$ cat config.mk
export PLATFORM = sky130hd
export DESIGN_NAME = estagio_busca
export DESIGN_NICKNAME = d
export VERILOG_FILES = /design/src/rtl/estagio_busca.sv
export SDC_FILE = /design/constraint.sdc
export NUM_CORES = 1
export LEC_CHECK = 0
export CAP_MARGIN = 20
export CORE_UTILIZATION = 56
export CTS_CLUSTER_SIZE = 24
export DETAILED_ROUTE_END_ITERATION = 6
export DONT_BUFFER_PORTS = 1
export PLACE_DENSITY = 0.71
export SYNTH_ARGS = -nofsm -noshare
export SYNTH_HDL_FRONTEND = slang
export SYNTH_SLANG_ARGS = --single-unit
$ cat constraint.sdc
create_clock -name clk -period 4.15 [get_ports clk]
set_clock_uncertainty 0.05 [all_clocks]
set_input_delay 0.415 -clock clk [delete_from_list [all_inputs] [get_ports clk]]
set_output_delay 0.415 -clock clk [all_outputs]
set_load 0.02 [all_outputs]
$ cat src/rtl/estagio_busca.sv
`default_nettype none
// ============================================================================
// Module      : estagio_busca
// Description : Instruction fetch stage. Owns the PC, issues 1-cycle-latency
//               imem reads and buffers returned words with their pc+4.
//               Optional fetch counter when CONT_BUSCA_EN is defined.
// Revision    : 1.0 - initial release
// ============================================================================
module estagio_busca #(
  parameter int              LARG      = 32,
  parameter logic [LARG-1:0] PC_RESET  = '0,
  parameter int              PROF_FILA = 2
) (
  input  logic            clk,
  input  logic            rst,
  output logic            imem_req,
  output logic [LARG-1:0] imem_addr,
  input  logic [LARG-1:0] imem_data,
  input  logic            desvio,
  input  logic [LARG-1:0] desvio_alvo,
  input  logic            parar,
  output logic [LARG-1:0] instr_out,
  output logic [LARG-1:0] pc4_out,
  output logic            valido_out
`ifdef CONT_BUSCA_EN
  ,
  output logic [31:0]     cont_busca
`endif
);

  localparam int PW = $clog2(PROF_FILA);
  localparam int CW = PW + 1;

  logic [LARG-1:0] r_pc;
  logic [LARG-1:0] r_pc4_voo;
  logic            r_em_voo;
  logic            r_epoca;
  logic            r_epoca_voo;
  logic [CW-1:0]   r_ocup;
  logic [PW-1:0]   r_rd;
  logic [PW-1:0]   r_wr;
  logic [LARG-1:0] r_mem_instr [PROF_FILA];
  logic [LARG-1:0] r_mem_pc4   [PROF_FILA];

  logic            w_pop;
  logic            w_push;
  logic [CW:0]     w_uso;

  assign valido_out = (r_ocup != '0);
  assign w_pop      = valido_out && !parar;
  assign w_push     = r_em_voo && (r_epoca_voo == r_epoca);

  // A slot vacated by this cycle's pop counts as free, which is what keeps
  // the stream at one instruction per cycle with a two-entry buffer.
  assign w_uso     = (CW+1)'(r_ocup) + (CW+1)'(r_em_voo) - (CW+1)'(w_pop);
  assign imem_req  = !rst && !desvio && (w_uso < (CW+1)'(PROF_FILA));
  assign imem_addr = r_pc;

  assign instr_out = valido_out ? r_mem_instr[r_rd] : '0;
  assign pc4_out   = valido_out ? r_mem_pc4[r_rd]   : '0;

  always_ff @(posedge clk) begin
    if (rst) begin
      r_pc        <= PC_RESET;
      r_pc4_voo   <= '0;
      r_em_voo    <= 1'b0;
      r_epoca     <= 1'b0;
      r_epoca_voo <= 1'b0;
      r_ocup      <= '0;
      r_rd        <= '0;
      r_wr        <= '0;
    end else if (desvio) begin
      r_pc     <= desvio_alvo & ~LARG'(3);
      r_em_voo <= 1'b0;
      r_epoca  <= ~r_epoca;
      r_ocup   <= '0;
      r_rd     <= '0;
      r_wr     <= '0;
    end else begin
      r_em_voo    <= imem_req;
      r_epoca_voo <= r_epoca;
      if (imem_req) begin
        r_pc      <= r_pc + LARG'(4);
        r_pc4_voo <= r_pc + LARG'(4);
      end
      if (w_push) r_wr <= r_wr + 1'b1;
      if (w_pop)  r_rd <= r_rd + 1'b1;
      r_ocup <= r_ocup + CW'(w_push) - CW'(w_pop);
    end
  end

  // Buffer storage needs no reset: outputs are masked while empty.
  always_ff @(posedge clk) begin
    if (w_push) begin
      r_mem_instr[r_wr] <= imem_data;
      r_mem_pc4[r_wr]   <= r_pc4_voo;
    end
  end

`ifdef CONT_BUSCA_EN
  logic [31:0] r_cont;

  always_ff @(posedge clk) begin
    if (rst)        r_cont <= '0;
    else if (w_pop) r_cont <= r_cont + 32'd1;
  end

  assign cont_busca = r_cont;
`endif

endmodule
`default_nettype wire
==> results of run 1 <==
-- layout by cell type (no fill, tap or decap), types with 5 or more instances in the layout --
cell	count
mux2i_1	64
and3_1	5
dlygate4sd3_1	5
or3_1	11
a311oi_1	20
xnor2_1	24
edfxtp_1	124
a21oi_1	7
or4_1	24
nand3_1	11
nand4_1	10
nor2_1	117
a211oi_1	23
clkbuf_1	5
xor2_1	5
inv_1	10
o31ai_1	18
nand2_1	24
nor3_1	12
o211ai_1	6
nor4_1	11
o21ai_0	15
buf_4	8
a31oi_1	6
clkbuf_16	17
dfxtp_1	66
-- what timing repair did --
item / CTS / global route
pin swaps: 0 / 0
hold buffers: 4 / 1
gates resized for setup: 1 / 2
setup endpoints to repair: 1 / 1
endpoints found under the hold margin: 6 / 24
-- power by group through the flow --
stage	logic (mW)	registers, mW	clock network, mW
global placement	0.270	2.28	0
floorplan	0.251	2.26	0
global route	0.321	2.26	1.60
CTS	0.284	2.25	1.52
detailed placement	0.277	2.29	0
finish	0.288	2.25	1.49
-- layer usage --
metal	vias up	GRT usage, %	wire (um)
met2	247	35.6	7870
li1	2624	-	-
met5	-	0	0
met4	0	8.85	421
met3	34	6.91	1720
met1	2584	30.0	7480
-- worst paths after layout --
check / startpoint / endpoint / slack, ps / cells after the start
setup / recovery: r_ocup[1] / imem_req / 320 / 7
hold / removal: rst / imem_addr[8] / 20 / 1
setup reg to reg: r_ocup[1] / r_pc4_voo[25] / 740 / 9
hold reg to reg: r_pc4_voo[7] / r_mem_pc4[0][7] / 420 / 0
-- registers in the layout, summed over array words and instances (netlist names), 2 cells and up, named ones only --
name and count:
r_mem_instr 64, r_mem_pc4 60, imem_addr 30, r_pc4_voo 30, r_ocup 2
-- kinds of logic (layout without fill, tap and decap cells) --
kind of cell               count (synthesis)  after routing  share of synthesized area [%]
xor gates and xnor gates                  29             29                           3.04
other                                      1              4                         0.0449
adders and majority gates                  3              3                          0.540
DFF                                      192            192                           60.9
AOI/OAI and AO/OA                        107            107                           9.42
muxes                                     64             64                           7.68
and+or+nand+nor                          248            248                           14.8
buffers and inverters                     68             57                           3.52
-- final cells by class --
| class | instances | share of cell area [%] |
|---|---|---|
| repair buffers | 13 | 1.22 |
| clock buffers | 22 | 4.93 |
| clock inverters | 10 | 0.999 |
| inverters | 12 | 0.541 |
| well taps | 184 | 2.55 |
| flip-flops and latches | 192 | 56.4 |
| multi-input cells | 455 | 33.3 |
-- worst reg2reg max path, delay by kind of cell, from the launching register on --
kind / cells / cell delay [ps]
compound gates: 2 / 440
fa+ha+maj: 1 / 650
flops: 1 / 430
buf+inv: 2 / 580
simple gates: 4 / 1150
==> results.json, run 1 <==
{
  "finalCritPeriodShare_pct": 92.3,
  "gp_congestion": 0.814,
  "die_h_um": 124,
  "setup.worst_path.class": "register to primary output",
  "cp_cell_sequence": "nor3b_2 > o21ai_0 > fa_1 > or3b_1 > nand2b_1 > clkinvlp_4 > buf_4",
  "multi_input_area_sq_um": 3010,
  "slew_violations": 0,
  "grt-ovfl-total": 0,
  "ys.flop_type": "edfxtp_1",
  "netSwitchingFraction_pct": 24.1,
  "outcome": "completed",
  "crit_slowest_cell": "fa_1",
  "pwr-share-comb_pct": 7.1,
  "worstHoldPathType": "input pin to register",
  "dpl.hpwl_mm": 11.5,
  "place_area_sq_um": 8420,
  "finalNonFillerCells": 888,
  "regArea_sq_um": 5090,
  "rsz0062_at_grt": "no",
  "timing.hold.ws_ps": 16.5,
  "cp-start-kind": "register",
  "period_minus_slack_ps": 3830,
  "cts_buffers": 17,
  "yosysMostFrequentCell": "edfxtp_1",
  "via_count": 5489,
  "die_area_sq_um": 15400,
  "crit_path_end_kind": "primary output",
  "fin_setup_tns_ps": 0,
  "ios": 166,
  "synth_area_leaders": "edfxtp_1 (45%), dfxtp_1 (16%), mux2i_1 (7.7%)",
  "drcViolationCount": 0,
  "drive_gt1_share_pct": 6.96,
  "worst_slew_pin_slew_ps": 1070,
  "syn_inst": 712,
  "ant_nets": 0,
  "setup_viol_count_final": 0,
  "utilization_pct": 62.1,
  "grt_pass1_wl_mm": 26.6,
  "yosys-top-cells-count": "edfxtp_1 (124), nor2_1 (120), dfxtp_1 (68)",
  "nets": 762,
  "cp.required_ps": 3680,
  "clkPwrFrac_pct": 37.0,
  "port_buffers": 0,
  "initialDrtViolationCount": 432,
  "h-tree-depth": 4,
  "initial_core_util_pct": 57.4,
  "clock-sinks": 192,
  "drt_pass1_iterations": 5,
  "avgViaCountPerCell": 6.18,
  "path_buf_inv": 2,
  "grt_usage_pct": 22.9,
  "synth_edf_count": 124,
  "max_freq_mhz": 261,
  "fill_cells": 1152,
  "area_growth_syn_to_layout_pct": 8.07,
  "fin_ws_ps": 321,
  "avgSynthCellArea_sq_um": 11.7,
  "cts_tree": "done",
  "rows": 44,
  "crit_family": "simple AND/OR/NAND/NOR gates",
  "cp.arrival_ps": 3360,
  "slew_headroom_pct": 28.4,
  "clockBufferDepth": 2,
  "insertion_delay_ps": 420,
  "yosys_warnings": 0,
  "power_switching_uw": 974,
  "grt_pass1_vias": 5111,
  "synth_cell_types": 52,
  "yosysSeqAreaShare_pct": 60.9,
  "vdd_drop_max_mv": 0.269,
  "core_area_sq_um": 14500,
  "grt_max_degree": 63,
  "critPathMaxFanout": 18,
  "die_w_um": 124,
  "synth_top_cell_by_area": "edfxtp_1",
  "wirelength_mm": 17.5,
  "dp_worst_setup_slack_ps": 587,
  "netlist_area_sq_um": 8350,
  "yosysTopAreaCellShare_pct": 44.6,
  "async_reset_ff_share_pct": 0,
  "intPower_mw": 3.06,
  "wl_per_cell_um": 19.7,
  "p_leak_nw": 2.79,
  "maxCapViolCount": 0,
  "cts-root-buf": "clkbuf_16",
  "power_mw": 4.03,
  "dp.cells": 851,
  "clk_pin_slew_ps": 60,
  "finalInstanceArea_sq_um": 9020,
  "cts_setup_buffers": 0,
  "ys_ff_latch": 192,
  "antenna_found_initial": 0,
  "power_density_nw_per_um2": 447,
  "antennaDiodeCount": 0,
  "seqPwrFrac_pct": 55.8,
  "hold_viol": 0,
  "cpPeakStageDelay_ps": 650
}
Note: power is estimated with default switching activity, not from simulation.
==> run 2: changes to the inputs <==
--- a/config.mk
+++ b/config.mk
@@ -6,11 +6,13 @@
 export NUM_CORES = 1
 export LEC_CHECK = 0
 export CAP_MARGIN = 20
-export CORE_UTILIZATION = 56
+export CELL_PAD_IN_SITES_DETAIL_PLACEMENT = 0
+export CELL_PAD_IN_SITES_GLOBAL_PLACEMENT = 1
+export CORE_UTILIZATION = 50
 export CTS_CLUSTER_SIZE = 24
 export DETAILED_ROUTE_END_ITERATION = 6
 export DONT_BUFFER_PORTS = 1
-export PLACE_DENSITY = 0.71
+export PLACE_DENSITY_LB_ADDON = 0.1
 export SYNTH_ARGS = -nofsm -noshare
 export SYNTH_HDL_FRONTEND = slang
 export SYNTH_SLANG_ARGS = --single-unit
==> run 2 against run 1 <==
Compared with the run above:
- worst hold slack improved by 7.0 ps
- register-to-register slack improved by 20 ps
- largest cell class unchanged
- die area increased by 12%
- wire length increased by 0.65%
- largest power group unchanged
- highest routed layer unchanged
- critical path depth unchanged
==> results.json, run 2 (synthesis results as in run 1) <==
{
  "grt_pass1_vias": 5163,
  "rows": 46,
  "grt_pass1_wl_mm": 27.8,
  "die_area_sq_um": 17200,
  "p_leak_nw": 2.82,
  "drive_gt1_share_pct": 7.22,
  "max_freq_mhz": 262,
  "min_path_cells": 1,
  "power_density_nw_per_um2": 445,
  "wirelength_mm": 17.6,
  "cp.required_ps": 3680,
  "finalInstanceArea_sq_um": 9110,
  "initial_core_util_pct": 51.8,
  "ant_nets": 0,
  "top_register": "r_mem_instr",
  "final_common_cell": "edfxtp_1",
  "cts_setup_buffers": 0,
  "mostFrequentLayoutCells": "edfxtp_1 (124), nor2_1 (117), dfxtp_1 (67)",
  "rsz0062_at_grt": "no",
  "cts-root-buf": "clkbuf_16",
  "gp_congestion": 0.849,
  "drcViolationCount": 0,
  "fin_setup_tns_ps": 0,
  "initialDrtViolationCount": 223,
  "grt-ovfl-total": 0,
  "dpl.hpwl_mm": 11.5,
  "cp.arrival_ps": 3350,
  "die_h_um": 131,
  "insertion_delay_ps": 420,
  "slew_headroom_pct": 28.5,
  "critPathMaxFanout": 25,
  "place_area_sq_um": 8460,
  "slew_violations": 0,
  "wl_per_cell_um": 19.1,
  "area_growth_syn_to_layout_pct": 9.19,
  "worstReg2RegEnd": "r_pc4_voo[17]",
  "cts_buffers": 17,
  "setup.worst_path.class": "register to primary output",
  "ctsResizeCount": 0,
  "period_minus_slack_ps": 3820,
  "core_area_sq_um": 16100,
  "port_buffers": 0,
  "die_w_um": 131,
  "cts_hold_buf": 4,
  "maxCapViolCount": 0,
  "via_count": 5416,
  "worst_slew_pin_slew_ps": 1070,
  "drt_pass1_iterations": 4,
  "cp-start-kind": "register",
  "finalCritPeriodShare_pct": 92.0,
  "outcome": "completed",
  "clk_pin_slew_ps": 70,
  "grt_usage_pct": 20.7,
  "ios": 166,
  "rr_startpoint": "r_ocup[1]",
  "r2r_slack_ps": 760,
  "whs_endpoint": "imem_addr[9]",
  "antennaDiodeCount": 0,
  "clockBufferDepth": 2,
  "vdd_drop_max_mv": 0.258,
  "reg.largest.list": "r_mem_instr: 64 flops, r_mem_pc4: 60 flops",
  "h-tree-depth": 4,
  "nets": 764,
  "antenna_found_initial": 0,
  "hold_viol": 0,
  "worstHoldPathType": "input pin to register",
  "avgViaCountPerCell": 5.87,
  "clock-sinks": 192,
  "r2r_cells": 9,
  "cts_tree": "done",
  "largest_register_ffs": 64,
  "setup_viol_count_final": 0,
  "grt_max_degree": 64,
  "min_from": "rst",
  "crit_path_end_kind": "primary output"
}
==> run 2: cell count changes in the layout (fill, tap and decap cells not counted), sizes merged <==
cell and change:
clkbuf -2, bufinv -1, clkinv +2, clkinvlp -2, buf +2, inv +3
==> run 2: metrics by stage <==
stage | hold slack (ps) | utilization, % | worst slack [ps] | instances | power (mW)
4_1_cts | 2.85 | 56.3 | 295 | 919 | 4.10
3_3_place_gp | 388 | 52.5 | 785 | 883 | 2.56
6_report | 23.5 | 56.5 | 333 | 922 | 4.06
3_5_place_dp | 392 | 52.5 | 774 | 883 | 2.57
5_1_grt | 0.462 | 56.5 | 41.6 | 922 | 4.21
2_1_floorplan | 370 | - | 370 | 715 | 2.51
==> run 2: layer usage <==
layer,GRT usage (%),up-vias,wire length [um],share of wire [%]
li1,-,2634,-,-
met1,27.2,2590,8020,46
met2,32.0,179,8160,46
met3,6.67,13,1240,7.0
met4,7.58,0,189,1.1
met5,0,-,0,0
==> run 2: worst max-delay path by stage <==
stage	start	to	depth (start not counted)
2_1_floorplan	r_epoca	r_mem_instr[0][0]	3
3_3_place_gp	r_ocup[1]	imem_req	7
3_5_place_dp	r_ocup[1]	imem_req	7
4_1_cts	r_ocup[1]	imem_req	7
5_1_grt	r_ocup[1]	imem_req	7
6_report	r_ocup[1]	imem_req	7
==> run 2: final cells by class <==
cell class | count | area (sq um)
inverter | 12 | 45.0
multi-input combinational | 455 | 3000
fill | 1375 | 7000
clock buffer | 20 | 458
timing repair buffer | 15 | 150
tap | 216 | 270
sequential | 192 | 5090
clock inverter | 12 | 100
==> run 2: critical path: stages, from the launching register on <==
cell      delay (ps)
dfxtp_1          530
nor3b_1          350
o21ai_0          170
fa_1             620
or3b_1           470
nand2b_1         330
clkinv_1         160
buf_4            290
==> run 2: power by group <==
| group | leakage (nW) | switching (mW) | internal (mW) |
|---|---|---|---|
| Sequential | 1.72 | 0.115 | 2.14 |
| Combinational | 0.835 | 0.191 | 0.0977 |
| Clock | 0.271 | 0.698 | 0.818 |
==> run 3: changes to the inputs <==
--- a/config.mk
+++ b/config.mk
@@ -8,7 +8,7 @@
 export CAP_MARGIN = 20
 export CELL_PAD_IN_SITES_DETAIL_PLACEMENT = 0
 export CELL_PAD_IN_SITES_GLOBAL_PLACEMENT = 1
-export CORE_UTILIZATION = 50
+export CORE_UTILIZATION = 35
 export CTS_CLUSTER_SIZE = 24
 export DETAILED_ROUTE_END_ITERATION = 6
 export DONT_BUFFER_PORTS = 1
==> run 3 against run 2 <==
Compared with the run above:
- combinational power grew 6%
- sequential share of layout area shrank 1.1 points
- die area grew 42%
- register-to-register slack is essentially flat
- worst hold slack gained 7.1 ps
- worst setup slack gained 9.9 ps
- cell area grew 1.9%
- via count grew 0.72%
- global-route usage shrank 4.1 points
- utilization shrank 17 points
- clock power grew 6%
- non-clock buffer count grew 2
- largest cell class unchanged
- largest power group unchanged
- highest routed layer unchanged
==> results.json, run 3 (synthesis results as in run 1) <==
{
  "rsz0062_at_grt": "no",
  "via_count": 5455,
  "outcome": "completed",
  "fill_cells": 2299,
  "antennaDiodeCount": 0,
  "power_mw": 4.16,
  "ios": 166,
  "cp_cell_sequence": "nor3b_1 > o21ai_0 > fa_1 > or3b_1 > nand2b_1 > clkinv_1 > buf_4",
  "top_register": "r_mem_instr",
  "area_growth_syn_to_layout_pct": 11.3,
  "cts-root-buf": "clkbuf_16",
  "vdd_drop_max_mv": 0.217,
  "drcViolationCount": 0,
  "netSwitchingFraction_pct": 24.7,
  "path_buf_inv": 2,
  "critPathMaxFanout": 21,
  "grt_max_degree": 63,
  "clkPwrFrac_pct": 38.6,
  "slew_headroom_pct": 43.4,
  "largest_register_ffs": 64,
  "dpl.hpwl_mm": 13.4,
  "setup.worst_path.class": "register to primary output",
  "grt_pass1_vias": 5269,
  "worst_slew_pin_slew_ps": 848,
  "grt_usage_pct": 16.6,
  "initialDrtViolationCount": 312,
  "cts_setup_buffers": 0,
  "initial_core_util_pct": 35.7,
  "power_density_nw_per_um2": 448,
  "clockBufferDepth": 2,
  "rows": 56,
  "topRoutingLayerUsed": "met4",
  "clk_pin_slew_ps": 70,
  "max_freq_mhz": 263,
  "nets": 766,
  "finalCritPeriodShare_pct": 91.7,
  "cts_buffers": 17,
  "wirelength_mm": 20.2,
  "gp_congestion": 0.812,
  "port_buffers": 0,
  "wl_met2_mm": 9.10,
  "crit_family": "simple AND/OR/NAND/NOR gates",
  "grt-ovfl-total": 0,
  "intPower_mw": 3.13,
  "h-tree-depth": 4,
  "cp.required_ps": 3680,
  "grt_pass1_wl_mm": 30.5,
  "cp.arrival_ps": 3340,
  "cpPeakStageDelay_ps": 640,
  "dr_wl_met3_mm": 1.58,
  "final_common_cell": "edfxtp_1",
  "cp-start-kind": "register",
  "seqPwrFrac_pct": 54.0,
  "finalInstanceArea_sq_um": 9290,
  "core_area_sq_um": 23400,
  "cts_tree": "done",
  "hold_viol": 0,
  "ant_nets": 0,
  "wl_per_cell_um": 19.7,
  "die_h_um": 156,
  "p_leak_nw": 2.84,
  "place_area_sq_um": 8610,
  "pwr-share-comb_pct": 7.3,
  "crit_path_end_kind": "primary output",
  "reg.largest.list": "r_mem_instr: 64 flops, r_mem_pc4: 60 flops",
  "utilization_pct": 39.7,
  "slew_violations": 0,
  "drive_gt1_share_pct": 7.34,
  "worstHoldPathType": "input pin to register",
  "insertion_delay_ps": 420,
  "antenna_found_initial": 0,
  "setup_viol_count_final": 0,
  "avgViaCountPerCell": 5.31,
  "r2r_slack_ps": 770,
  "mostFrequentLayoutCells": "edfxtp_1 (124), nor2_1 (117), dfxtp_1 (67)",
  "power_switching_mw": 1.03,
  "ctsResizeCount": 0,
  "crit_slowest_cell": "fa_1",
  "die_w_um": 156,
  "fin_setup_tns_ps": 0,
  "maxCapViolCount": 0,
  "die_area_sq_um": 24500,
  "wl_met1_mm": 9.28,
  "clock-sinks": 192,
  "period_minus_slack_ps": 3810,
  "drt_pass1_iterations": 5
}
==> run 3: routing by layer <==
metal / track usage (%) / vias to the layer above
li1: - / 2629
met2: 25.5 / 185
met3: 5.46 / 15
met1: 22.0 / 2626
met4: 5.65 / 0
met5: 0 / -
==> run 3: power groups by stage <==
stage                     clock network [mW]  registers, mW  logic [mW]
after floorplan                            0           2.26       0.251
after global placement                     0           2.29       0.286
after detailed placement                   0           2.30       0.290
after CTS                               1.66           2.25       0.307
after global routing                    1.73           2.26       0.341
final                                   1.61           2.25       0.306
==> run 3: layout make-up <==
cell class	count	area, sq um	area share (%)
multi-input cells	455	3000	32.3
flip-flops and latches	192	5090	54.8
clock inverters	14	154	1.66
well taps	319	399	4.30
repair buffers	17	173	1.86
clock buffers	18	429	4.62
inverters	12	45.0	0.485
==> run 3: timing repair <==
action                     in CTS  in global routing
setup endpoints to repair       0                  0
hold buffers                    5                  1
hold endpoints to repair       38                  1
==> run 3: worst reg2reg max path, stage by stage (launching register included) <==
cell	delay [ps]
dfxtp_1	530
nor3b_1	360
o21ai_0	180
fa_1	640
or3b_1	470
nand2b_1	320
or4_1	550
and3_1	170
==> run 3: through the flow <==
| stage | hold slack, ps | cells | setup slack, ps |
|---|---|---|---|
| floorplan | 370 | 715 | 370 |
| global placement | 389 | 988 | 784 |
| detailed placement | 392 | 988 | 759 |
| CTS | 2.59 | 1025 | 278 |
| global route | 3.55 | 1027 | 77.8 |
| finish | 30.6 | 1027 | 343 |
==> run 3: path summary, 6_finish.rpt <==
| path | depth (start not counted) | end | from |
|---|---|---|---|
| max | 7 | imem_req | r_ocup[1] |
| min | 1 | imem_addr[9] | rst |
| max reg2reg | 7 | r_pc4_voo[30] | r_ocup[1] |
| min reg2reg | 0 | r_mem_pc4[1][28] | r_pc4_voo[28] |
